==> config.mk <==
export PLATFORM = sky130hd
export DESIGN_NAME = audiodac_sdm
export DESIGN_NICKNAME = d
export VERILOG_FILES = /design/src/rtl/audiodac_pkg.sv /design/src/rtl/audiodac_sdm_lfsr.sv /design/src/rtl/audiodac_sdm.sv
export SDC_FILE = /design/constraint.sdc
export NUM_CORES = 1
export LEC_CHECK = 0
export BUFFER_PORTS_ARGS = -buffer_cell sky130_fd_sc_hd__buf_2
export CORE_UTILIZATION = 45
export DETAILED_ROUTE_END_ITERATION = 10
export SYNTH_ARGS = -nofsm -noshare
export SYNTH_HDL_FRONTEND = slang
export SYNTH_SLANG_ARGS = --single-unit
==> constraint.sdc <==
create_clock -name wb_clk_i -period 3.8 [get_ports wb_clk_i]
set_input_delay 0.57 -clock wb_clk_i [delete_from_list [all_inputs] [get_ports wb_clk_i]]
set_output_delay 0.57 -clock wb_clk_i [all_outputs]
set_load 0.05 [all_outputs]
==> src/rtl/audiodac_pkg.sv <==
// audiodac_pkg: shared types and constants for the audio DAC delta-sigma stage.
// Holds the FSM state type, OSR lookup, full-scale / saturation helpers and
// the dither LFSR constants used when AUDIODAC_SDM_DITHER_EN is defined.
package audiodac_pkg;

  // Modulator control states
  typedef enum logic [1:0] {
    ST_OFF  = 2'd0,
    ST_FILL = 2'd1,
    ST_RUN  = 2'd2
  } sdm_state_e;

  // Feedback magnitude: one LSB of the 1-bit DAC equals +/-2^15
  localparam int FS = 32768;

  // Default integrator width and its saturation limits
  localparam int IW_DEFAULT = 20;
  localparam longint IW_SAT_MAX = (longint'(1) <<< (IW_DEFAULT - 1)) - 1;
  localparam longint IW_SAT_MIN = -(longint'(1) <<< (IW_DEFAULT - 1));

  // Dither LFSR (16-bit Galois, right-shifting)
  localparam logic [15:0] LFSR_POLY = 16'hB400;
  localparam logic [15:0] LFSR_SEED = 16'hACE1;

  // Largest value of a signed w-bit integer
  function automatic longint sat_max(input int w);
    return (longint'(1) <<< (w - 1)) - 1;
  endfunction

  // Smallest value of a signed w-bit integer
  function automatic longint sat_min(input int w);
    return -(longint'(1) <<< (w - 1));
  endfunction

  // Terminal count of the OSR counter (OSR-1) for each osr_sel code
  function automatic logic [7:0] osr_last(input logic [1:0] sel);
    logic [7:0] r;
    case (sel)
      2'b00:   r = 8'd31;
      2'b01:   r = 8'd63;
      2'b10:   r = 8'd127;
      default: r = 8'd255;
    endcase
    return r;
  endfunction

endpackage

==> src/rtl/audiodac_sdm_lfsr.sv <==
// audiodac_sdm_lfsr: 16-bit Galois LFSR producing 2-bit signed dither.
// Only instantiated when AUDIODAC_SDM_DITHER_EN is defined. Returns to the
// seed on reset and whenever the modulator is switched off, so a restarted
// run reproduces the same dither sequence.
module audiodac_sdm_lfsr
  import audiodac_pkg::*;
(
  input  logic       clk,
  input  logic       srst,
  input  logic       clear,
  input  logic       advance,
  output logic [1:0] dither_o
);

  logic [15:0] lfsr_q;
  logic [15:0] lfsr_d;

  // Next LFSR state: reseed on clear, one Galois step per modulator tick
  always_comb begin
    lfsr_d = lfsr_q;
    if (clear) begin
      lfsr_d = LFSR_SEED;
    end else if (advance) begin
      lfsr_d = lfsr_q[0] ? ((lfsr_q >> 1) ^ LFSR_POLY) : (lfsr_q >> 1);
    end
  end

  // LFSR register, reset to the seed
  always_ff @(posedge clk) begin
    if (srst) begin
      lfsr_q <= LFSR_SEED;
    end else begin
      lfsr_q <= lfsr_d;
    end
  end

  assign dither_o = lfsr_q[1:0];

endmodule

==> src/rtl/audiodac_sdm.sv <==
// audiodac_sdm: 16-bit signed PCM -> complementary 1-bit delta-sigma pulse pair.
// Zero-order-hold oversampling (OSR 32..256) feeding a 2nd-order CIFB modulator
// whose tick rate is set by clk_div. One-entry sample buffer ahead of the
// hold register; a sticky underflow flag reports a missing sample at the
// sample-period boundary.
// Build option: define AUDIODAC_SDM_DITHER_EN to add 2-bit LFSR dither to the
// modulator input; left undefined the modulator is exactly the plain CIFB loop.
module audiodac_sdm
  import audiodac_pkg::*;
#(
  parameter int DW   = 16,
  parameter int IW   = 20,
  parameter int DIVW = 8
) (
  input  logic            wb_clk_i,
  input  logic            wb_rst_i,
  input  logic            enable,
  input  logic            mute,
  input  logic [1:0]      osr_sel,
  input  logic [DIVW-1:0] clk_div,
  input  logic [DW-1:0]   sample_i,
  input  logic            sample_valid,
  output logic            sample_ready,
  output logic            ds_p,
  output logic            ds_n,
  output logic            underflow,
  input  logic            underflow_clr
);

  // Arithmetic is done two bits wider than the integrators so that the
  // clamp sees the true sum before it can wrap.
  localparam int WW = IW + 2;
  localparam logic signed [IW-1:0] I_MAX = IW'(sat_max(IW));
  localparam logic signed [IW-1:0] I_MIN = IW'(sat_min(IW));
  localparam logic signed [WW-1:0] W_MAX = WW'(sat_max(IW));
  localparam logic signed [WW-1:0] W_MIN = WW'(sat_min(IW));
  localparam logic signed [WW-1:0] FS_W  = WW'(FS);

  // Clamp a wide sum into the integrator range
  function automatic logic signed [IW-1:0] sat(input logic signed [WW-1:0] v);
    logic signed [IW-1:0] r;
    if (v > W_MAX) begin
      r = I_MAX;
    end else if (v < W_MIN) begin
      r = I_MIN;
    end else begin
      r = IW'(v);
    end
    return r;
  endfunction

  sdm_state_e              state_q, state_d;
  logic [DIVW-1:0]         div_cnt_q, div_cnt_d;
  logic [DIVW-1:0]         clk_div_q, clk_div_d;
  logic [7:0]              osr_cnt_q, osr_cnt_d;
  logic [7:0]              osr_last_q, osr_last_d;
  logic signed [DW-1:0]    hold_q, hold_d;
  logic [DW-1:0]           buf_data_q, buf_data_d;
  logic                    buf_full_q, buf_full_d;
  logic signed [IW-1:0]    i1_q, i1_d;
  logic signed [IW-1:0]    i2_q, i2_d;
  logic                    ds_p_q, ds_p_d;
  logic                    ds_n_q, ds_n_d;
  logic                    underflow_q, underflow_d;

  logic                    tick;
  logic                    wrap;
  logic                    accept;
  logic                    uf_evt;
  logic                    sample_ready_w;
  logic signed [WW-1:0]    dith_w;
  logic signed [WW-1:0]    x_w;
  logic signed [WW-1:0]    y_w;
  logic signed [WW-1:0]    i1_sum;
  logic signed [WW-1:0]    i2_sum;
  logic signed [IW-1:0]    i1_sat;
  logic signed [IW-1:0]    i2_sat;

`ifdef AUDIODAC_SDM_DITHER_EN
  logic [1:0] dither_bits;

  audiodac_sdm_lfsr u_lfsr (
    .clk      (wb_clk_i),
    .srst     (wb_rst_i),
    .clear    (state_q == ST_OFF),
    .advance  (tick),
    .dither_o (dither_bits)
  );

  // Two LSBs read as a signed value in -2..1
  assign dith_w = WW'($signed(dither_bits));
`else
  assign dith_w = '0;
`endif

  assign sample_ready_w = (state_q != ST_OFF) && !buf_full_q;
  assign accept         = sample_valid && sample_ready_w;
  assign tick           = (state_q == ST_RUN) && (div_cnt_q == clk_div_q);
  assign wrap           = tick && (osr_cnt_q == osr_last_q);

  // Modulator datapath: integrator updates for the current tick (i2 uses old i1)
  always_comb begin
    x_w = WW'(hold_q);
    if (mute) begin
      x_w = '0;
    end
    x_w    = x_w + dith_w;
    y_w    = ds_p_q ? FS_W : -FS_W;
    i1_sum = WW'(i1_q) + x_w - y_w;
    i2_sum = WW'(i2_q) + WW'(i1_q) - y_w;
    i1_sat = sat(i1_sum);
    i2_sat = sat(i2_sum);
  end

  // Control: FSM, tick divider, OSR counter, buffer/hold handoff, underflow
  always_comb begin
    state_d     = state_q;
    div_cnt_d   = div_cnt_q;
    clk_div_d   = clk_div_q;
    osr_cnt_d   = osr_cnt_q;
    osr_last_d  = osr_last_q;
    hold_d      = hold_q;
    buf_data_d  = buf_data_q;
    buf_full_d  = buf_full_q;
    i1_d        = i1_q;
    i2_d        = i2_q;
    ds_p_d      = ds_p_q;
    ds_n_d      = ds_n_q;
    uf_evt      = 1'b0;

    if (!enable) begin
      // Switched off: clear the datapath, keep only the sticky flag.
      state_d    = ST_OFF;
      div_cnt_d  = '0;
      osr_cnt_d  = '0;
      clk_div_d  = clk_div;
      osr_last_d = osr_last(osr_sel);
      hold_d     = '0;
      buf_data_d = '0;
      buf_full_d = 1'b0;
      i1_d       = '0;
      i2_d       = '0;
      ds_p_d     = 1'b0;
      ds_n_d     = 1'b0;
    end else begin
      case (state_q)
        ST_OFF: begin
          state_d    = ST_FILL;
          clk_div_d  = clk_div;
          osr_last_d = osr_last(osr_sel);
        end
        ST_FILL: begin
          clk_div_d  = clk_div;
          osr_last_d = osr_last(osr_sel);
          // The first sample bypasses the buffer and starts the first period.
          if (accept) begin
            hold_d    = sample_i;
            div_cnt_d = '0;
            osr_cnt_d = '0;
            state_d   = ST_RUN;
          end
        end
        ST_RUN: begin
          if (tick) begin
            div_cnt_d = '0;
            clk_div_d = clk_div;
            i1_d      = i1_sat;
            i2_d      = i2_sat;
            ds_p_d    = ~i2_sat[IW-1];
            ds_n_d    = i2_sat[IW-1];
            if (wrap) begin
              osr_cnt_d  = '0;
              osr_last_d = osr_last(osr_sel);
              if (buf_full_q) begin
                hold_d     = buf_data_q;
                buf_full_d = 1'b0;
              end else begin
                uf_evt = 1'b1;
              end
            end else begin
              osr_cnt_d = osr_cnt_q + 8'd1;
            end
          end else begin
            div_cnt_d = div_cnt_q + 1'b1;
          end
          // Applied after the wrap drain so a same-cycle accept is never lost.
          if (accept) begin
            buf_data_d = sample_i;
            buf_full_d = 1'b1;
          end
        end
        default: begin
          state_d = ST_OFF;
        end
      endcase
    end

    // A new underflow event beats a simultaneous clear.
    underflow_d = (underflow_q & ~underflow_clr) | uf_evt;
  end

  // State registers with synchronous reset
  always_ff @(posedge wb_clk_i) begin
    if (wb_rst_i) begin
      state_q     <= ST_OFF;
      div_cnt_q   <= '0;
      clk_div_q   <= '0;
      osr_cnt_q   <= '0;
      osr_last_q  <= '0;
      hold_q      <= '0;
      buf_data_q  <= '0;
      buf_full_q  <= 1'b0;
      i1_q        <= '0;
      i2_q        <= '0;
      ds_p_q      <= 1'b0;
      ds_n_q      <= 1'b0;
      underflow_q <= 1'b0;
    end else begin
      state_q     <= state_d;
      div_cnt_q   <= div_cnt_d;
      clk_div_q   <= clk_div_d;
      osr_cnt_q   <= osr_cnt_d;
      osr_last_q  <= osr_last_d;
      hold_q      <= hold_d;
      buf_data_q  <= buf_data_d;
      buf_full_q  <= buf_full_d;
      i1_q        <= i1_d;
      i2_q        <= i2_d;
      ds_p_q      <= ds_p_d;
      ds_n_q      <= ds_n_d;
      underflow_q <= underflow_d;
    end
  end

  assign sample_ready = sample_ready_w;
  assign ds_p         = ds_p_q;
  assign ds_n         = ds_n_q;
  assign underflow    = underflow_q;

endmodule
==> impl_metrics.py, run 1 <==
metrics = {
    "run_status": {
        "status": "finished clean",
    },
    "route": {
        "antenna_left": 0,
        "wl_met3_um": 507,
        "route.final.wire_length_um": 16900,
        "drtIter0Drc": 310,
        "met1_length_um": 8480,
        "via_count": 6305,
        "dr.pass1.iters": 5,
        "drt_drc_violations_left": 0,
        "wl_per_cell_um": 14.3,
        "top_layer_used": "met4",
        "wl_met2_um": 7700,
        "viasPerCell": 5.33,
    },
    "synthesis": {
        "yosys-top-cells-area": "dfxtp_1 28%, ha_1 12%, inv_1 5.2%, nand2_1 4.4%, a21oi_1 4.0%",
        "synth.avg_cell_area_sq_um": 8.12,
        "synth.largest_area_cell": "dfxtp_1",
        "synthFlopType": "dfxtp_1",
        "ys_types": 78,
        "synth-seq-cells": 105,
        "syn_area_sq_um": 7580,
        "syn-num-nets": 1048,
        "seq_area_frac_synth_pct": 27.7,
        "async_flop_share_pct": 0,
        "synth_top_area_share_pct": 27.7,
        "synth_common_cells": "105 x dfxtp_1, 105 x inv_1, 88 x nand2_1",
        "postSynthCellCount": 934,
        "synth-edff-count": 0,
        "yosys_warnings": 0,
    },
    "timing": {
        "period_share_pct": 90.6,
        "clock_skew_ps": 13.0,
        "relSlewSlack_pct": 37.9,
        "rsz0062_at_grt": "false",
        "setup_tns_ps": 0,
        "setup_viol_count_final": 0,
        "tightestPinTransition_ps": 932,
        "fmax_mhz": 291,
        "finalHoldViolCount": 0,
        "drv_slew": 0,
        "min_period_ps": 3440,
    },
    "global_routing": {
        "grt_pass1_vias": 5989,
        "grt_antenna_before_repair": 0,
        "overflow": 0,
        "grt_max_degree": 40,
        "grt_pass1_wl_um": 29000,
        "grt_use_total_pct": 20.3,
    },
    "floorplan": {
        "rows": 47,
        "die_w_um": 132,
        "ios": 36,
        "start_util_pct": 45.9,
        "die_h_um": 132,
        "die_area_sq_um": 17400,
        "fp.coreArea_sq_um": 16500,
    },
    "place": {
        "dp_hpwl_um": 12800,
        "io_buffer_count": 35,
        "place.gp.congestion": 0.832,
    },
    "clock_tree": {
        "cts_buffers": 9,
        "clockRootBuffer": "clkbuf_16",
        "clkTransAtPathRegs_ps": 80,
        "cts_tree": "built",
        "ctsHoldBuffers": 0,
        "cts_resized": 0,
        "cts-htree-levels": 3,
        "cts.sinks": 105,
        "clk_path_buf_depth": 2,
        "postCtsSetupBuffers": 0,
        "clock_latency_ps": 360,
    },
    "worst_setup_path": {
        "worstSetupEndpointType": "flip-flop",
        "critPathKind": "input port to flip-flop",
        "cp_max_fo": 18,
        "cp_cell_sequence": "buf_2 -> nand2b_1 -> inv_1 -> fa_1 -> ha_1 -> or2_1 -> o31a_1 -> a21o_1 -> or4_1 -> nand3_1 -> a41o_1 -> buf_12 -> nand3b_1 -> a221oi_2",
        "crit_required_ps": 4060,
        "worst_path_max_delay_cell": "or4_1",
        "cp_data_arrival_time_ps": 3700,
        "cpPeakStageDelay_ps": 500,
        "start_kind": "input port",
    },
    "finish": {
        "drive_above_1_share_pct": 12.3,
        "fin_util_pct": 50.2,
        "final_nets": 1073,
        "antennaDiodeCount": 0,
        "area_growth_pct": 9.34,
    },
    "power_and_ir_drop": {
        "vdd_ir_drop_max_mv": 0.238,
        "p_per_area_nw_per_um2": 278,
        "p_leak_uw": 0.00355,
    },
    "min_path": {
        "holdCritPathClass": "input port to flip-flop",
    },
    "run": {
        "drv_cap": 0,
    },
}
sequential cells by signal (all words and copies together), names as in the netlist:
signal and count:
osr_cnt_q 8, hold_q 16, div_cnt_q 8, state_q 2, i1_q 20, osr_last_q 4, clk_div_q 8, buf_full_q 1
ds_p 1, underflow 1, buf_data_q 16, i2_q 20
critical path: cells and delay by family:
kind,cells,cell delay [ps]
simple gates,5,1190
buf+inv,3,420
fa+ha+maj,2,750
compound gates,4,770
worst paths after layout:
check                           cells after the start  slack [ps]                  startpoint                          to
worst min-delay path                                3         440                  clk_div[1]   clk_div_q[1]$_SDFFE_PP0P_
worst min register to register                      2         460  buf_data_q[1]$_SDFFE_PP0P_  buf_data_q[1]$_SDFFE_PP0P_
worst max register to register                     13         430     hold_q[15]$_SDFFE_PP0P_        i1_q[6]$_SDFFE_PP0P_
worst max-delay path                               14         360                        mute        i1_q[6]$_SDFFE_PP0P_
cells by family after synthesis:
family,synth area share [%]
AND/OR/NAND/NOR,19.8
AO/OA/AOI/OAI,23.3
buffers and inverters,8.19
flip-flops,27.7
adder cells (fa/ha/maj),14.3
XOR/XNOR,5.18
multiplexers,1.45
routing by layer:
| layer | vias to the layer above | global-route usage (%) |
|---|---|---|
| met1 | 2885 | 28.0 |
| met2 | 93 | 33.1 |
| met4 | 0 | 5.17 |
| met3 | 12 | 2.96 |
| met5 | - | 0 |
| li1 | 3315 | - |
cells in the final DEF (no fill, tap or decap), drive strengths merged, types with 10 or more instances in the layout:
master | netlist | routed
ha | 74 | 74
inv | 105 | 109
a21o | 14 | 14
nand2b | 34 | 34
mux2i | 11 | 11
nor2 | 77 | 77
a311oi | 16 | 16
nand3 | 23 | 23
xnor2 | 30 | 30
a221oi | 14 | 14
clkbuf | 29 | 10
buf | 12 | 55
a211oi | 11 | 11
dfxtp | 105 | 105
nand2 | 94 | 94
o21ai | 50 | 50
a21oi | 61 | 61
nand4 | 14 | 14
o22ai | 17 | 17
and3 | 14 | 14
xor2 | 14 | 14
power breakdown:
part           leakage [uW]  switching (uW)  internal [uW]  total [uW]
combinational       0.00256             149            110         259
sequential         0.000850            10.0           1110        1120
clock              0.000141             463            462         926
total               0.00355             622           1680        2310
stage by stage:
| stage | hold slack, ps | std cells | worst slack (ps) | instance area [sq um] | power (uW) |
|---|---|---|---|---|---|
| after CTS | 426 | 1184 | 381 | 8290 | 2330 |
| after floorplan | 437 | 934 | 219 | 7580 | 1340 |
| final | 437 | 1184 | 358 | 8290 | 2310 |
| after global placement | 444 | 1168 | 75.8 | 8000 | 1410 |
| after global routing | 435 | 1184 | 161 | 8290 | 2410 |
| after detailed placement | 447 | 1168 | 11.2 | 8000 | 1410 |
layout make-up:
cell class / instances / area (sq um)
fillers: 1630 / 8240
multi-input cells: 682 / 4860
flip-flops and latches: 105 / 2100
inverters: 106 / 398
repair buffers: 55 / 363
well taps: 220 / 275
clock buffers: 10 / 229
clock inverters: 6 / 57.6
No activity file was read; power rests on OpenSTA's default activity.
==> run 2, diff against run 1 <==
Settings changed: ABC_AREA from default to 1, PLACE_DENSITY from default to 0.72.
==> run 2 against run 1 <==
Effect of this change:
- final area increased by 4.9%
- critical path type is now flip-flop to flip-flop
- global-route usage increased by 1.9 points
- sequential share of layout area shrank 1.2 points
- flip-flop and latch count did not move
- sequential power barely moved
- clock skew shrank 5.3 ps
==> impl_metrics.py, run 2 <==
metrics = {
    "worst_setup_path": {
        "reg2regPathDepth": 15,
        "r2r-end": "i2_q[10]$_SDFFE_PP0P_",
        "cpPeakStageDelay_ps": 560,
        "cp_cell_sequence": "inv_1 -> fa_1 -> inv_1 -> ha_1 -> nand2_1 -> inv_1 -> nand3_1 -> nor2_1 -> nand3_1 -> nand3_1 -> nand2_1 -> nand2_1 -> nand2_1 -> a21oi_4 -> a21oi_1",
        "crit_required_ps": 4010,
        "cp_max_fo": 17,
        "r2r_slack_ps": 430,
        "start_kind": "flip-flop",
        "r2r-start": "ds_p$_SDFFE_PP0P_",
        "worstSetupEndpointType": "flip-flop",
        "cp-startpoint": "ds_p$_SDFFE_PP0P_",
        "crit_top_cell": "nand2_1",
        "cp_data_arrival_time_ps": 3580,
        "critPathKind": "flip-flop to flip-flop",
        "worst_path_max_delay_cell": "fa_1",
    },
    "synthesis": {
        "syn-num-nets": 1367,
        "synth.largest_area_cell": "dfxtp_1",
        "synth-seq-cells": 105,
        "seq_area_frac_synth_pct": 26.0,
        "synthFlopType": "dfxtp_1",
        "synth_common_cells": "351 x nand2_1, 202 x inv_1, 122 x nor2_1",
        "synth-edff-count": 0,
        "synth.most_common_cell": "nand2_1",
        "synth.avg_cell_area_sq_um": 6.45,
        "ys_types": 44,
        "synth_top_area_share_pct": 26.0,
        "async_flop_share_pct": 0,
        "yosys-top-cells-area": "dfxtp_1 26%, nand2_1 16%, ha_1 11%, inv_1 9.4%, a21oi_1 6.6%",
        "syn_area_sq_um": 8080,
        "postSynthCellCount": 1253,
        "yosys_warnings": 0,
    },
    "floorplan": {
        "fp.coreArea_sq_um": 17400,
        "die_h_um": 136,
        "rows": 48,
        "start_util_pct": 46.4,
        "die_w_um": 136,
        "ios": 36,
        "die_area_sq_um": 18500,
    },
    "power_and_ir_drop": {
        "swShare_pct": 24.4,
        "switchingPower_uw": 530,
        "internal_power_uw": 1640,
        "vdd_ir_drop_max_mv": 0.261,
        "p_per_area_nw_per_um2": 249,
        "seqPwrFrac_pct": 51.4,
        "p_total_uw": 2170,
        "p_leak_uw": 0.00433,
        "pwr-share-comb_pct": 5.8,
        "p_clk_share_pct": 42.7,
    },
    "timing": {
        "period_share_pct": 88.6,
        "drv_slew": 0,
        "relSlewSlack_pct": 41.0,
        "setup_slack_ps": 432,
        "tightestPinTransition_ps": 880,
        "min_period_ps": 3370,
        "clock_skew_ps": 7.68,
        "whs_ps": 431,
        "setup_tns_ps": 0,
        "rsz0062_at_grt": "false",
        "fmax_mhz": 297,
        "finalHoldViolCount": 0,
        "setup_viol_count_final": 0,
    },
    "min_path": {
        "holdCritPathClass": "input port to flip-flop",
        "min_from": "clk_div[4]",
        "min_path_cells": 3,
        "min_to": "clk_div_q[4]$_SDFFE_PP0P_",
    },
    "run": {
        "drv_cap": 0,
    },
    "clock_tree": {
        "clockRootBuffer": "clkbuf_16",
        "cts_buffers": 9,
        "cts_tree": "built",
        "clock_latency_ps": 360,
        "clk_path_buf_depth": 2,
        "postCtsSetupBuffers": 0,
        "ctsHoldBuffers": 0,
        "clkTransAtPathRegs_ps": 70,
        "cts_resized": 0,
        "cts.sinks": 105,
        "cts-htree-levels": 3,
    },
    "global_routing": {
        "grt_pass1_wl_um": 33000,
        "grt_antenna_before_repair": 0,
        "grt_use_total_pct": 22.2,
        "overflow": 0,
        "grt_max_degree": 39,
        "grt_pass1_vias": 7176,
    },
    "run_status": {
        "status": "finished clean",
    },
    "finish": {
        "mostFrequentLayoutCell": "nand2_1",
        "antennaDiodeCount": 0,
        "area_growth_pct": 7.57,
        "fin_util_pct": 49.9,
        "final_nets": 1389,
        "drive_above_1_share_pct": 6.80,
        "reg.largest.list": "i1_q x20, i2_q x20",
        "fillers": 1810,
        "final_cell_mix": "351 x nand2_1, 202 x inv_1, 121 x nor2_1",
    },
    "route": {
        "drtIter0Drc": 432,
        "dr.pass1.iters": 5,
        "wl_per_cell_um": 12.7,
        "via_count": 7608,
        "route.final.wire_length_um": 19200,
        "viasPerCell": 5.06,
        "drt_drc_violations_left": 0,
        "antenna_left": 0,
    },
    "place": {
        "pre_cts_slack_ps": 276,
        "place.gp.congestion": 0.937,
        "dp_hpwl_um": 14800,
        "io_buffer_count": 35,
    },
}
==> run 2: power groups by stage <==
stage                     combinational (uW)  clock [uW]  sequential (uW)
after floorplan                         84.4           0             1140
after global placement                   125           0             1140
after detailed placement                 125           0             1140
after CTS                                126         942             1120
after global routing                     143         982             1120
final                                    126         926             1110
==> run 2: worst max-delay path: cells and delay by family (launching register included) <==
family / cells / cell delay [ps]
fa+ha+maj: 2 / 910
simple gates: 8 / 880
compound gates: 2 / 600
flops: 1 / 500
buf+inv: 3 / 330
==> run 2: kinds of logic after synthesis <==
logic type | Yosys count | share of synthesized area (%)
and+or+nand+nor | 590 | 31.3
buffers and inverters | 237 | 11.9
DFF | 105 | 26.0
adders and majority gates | 82 | 13.4
xor gates and xnor gates | 39 | 4.23
AOI/OAI and AO/OA | 200 | 13.1
==> run 2: per-layer routing <==
layer | wire, um | share of wire (%) | global-route usage, % | vias up
met5 | 0 | 0 | 0 | -
met4 | 454 | 2.4 | 6.91 | 0
met3 | 733 | 3.8 | 3.24 | 27
met2 | 8750 | 46 | 37.0 | 194
met1 | 9230 | 48 | 29.3 | 3375
li1 | - | - | - | 4012
==> run 2: through the flow <==
step / cell area [sq um] / instances
after CTS: 8700 / 1504
final: 8700 / 1504
after floorplan: 8080 / 1253
after global routing: 8700 / 1504
after detailed placement: 8410 / 1489
after global placement: 8410 / 1489
==> run 2: final cells by class <==
| cell class | count | area, sq um | area share, % |
|---|---|---|---|
| Tap cell | 225 | 282 | 3.24 |
| Clock buffer | 11 | 253 | 2.91 |
| Inverter | 208 | 783 | 9.01 |
| Clock inverter | 4 | 33.8 | 0.388 |
| Multi-Input combinational cell | 911 | 5030 | 57.8 |
| Timing Repair Buffer | 40 | 213 | 2.45 |
| Sequential cell | 105 | 2100 | 24.2 |
==> run 2: worst max-delay path by stage <==
stage | end | slack, ps | depth (start not counted)
2_1_floorplan | i2_q[10]$_SDFFE_PP0P_ | 440 | 16
3_3_place_gp | i1_q[16]$_SDFFE_PP0P_ | 380 | 18
3_5_place_dp | i1_q[13]$_SDFFE_PP0P_ | 280 | 18
4_1_cts | i2_q[3]$_SDFFE_PP0P_ | 380 | 15
5_1_grt | i2_q[10]$_SDFFE_PP0P_ | 90 | 15
6_report | i2_q[10]$_SDFFE_PP0P_ | 430 | 15
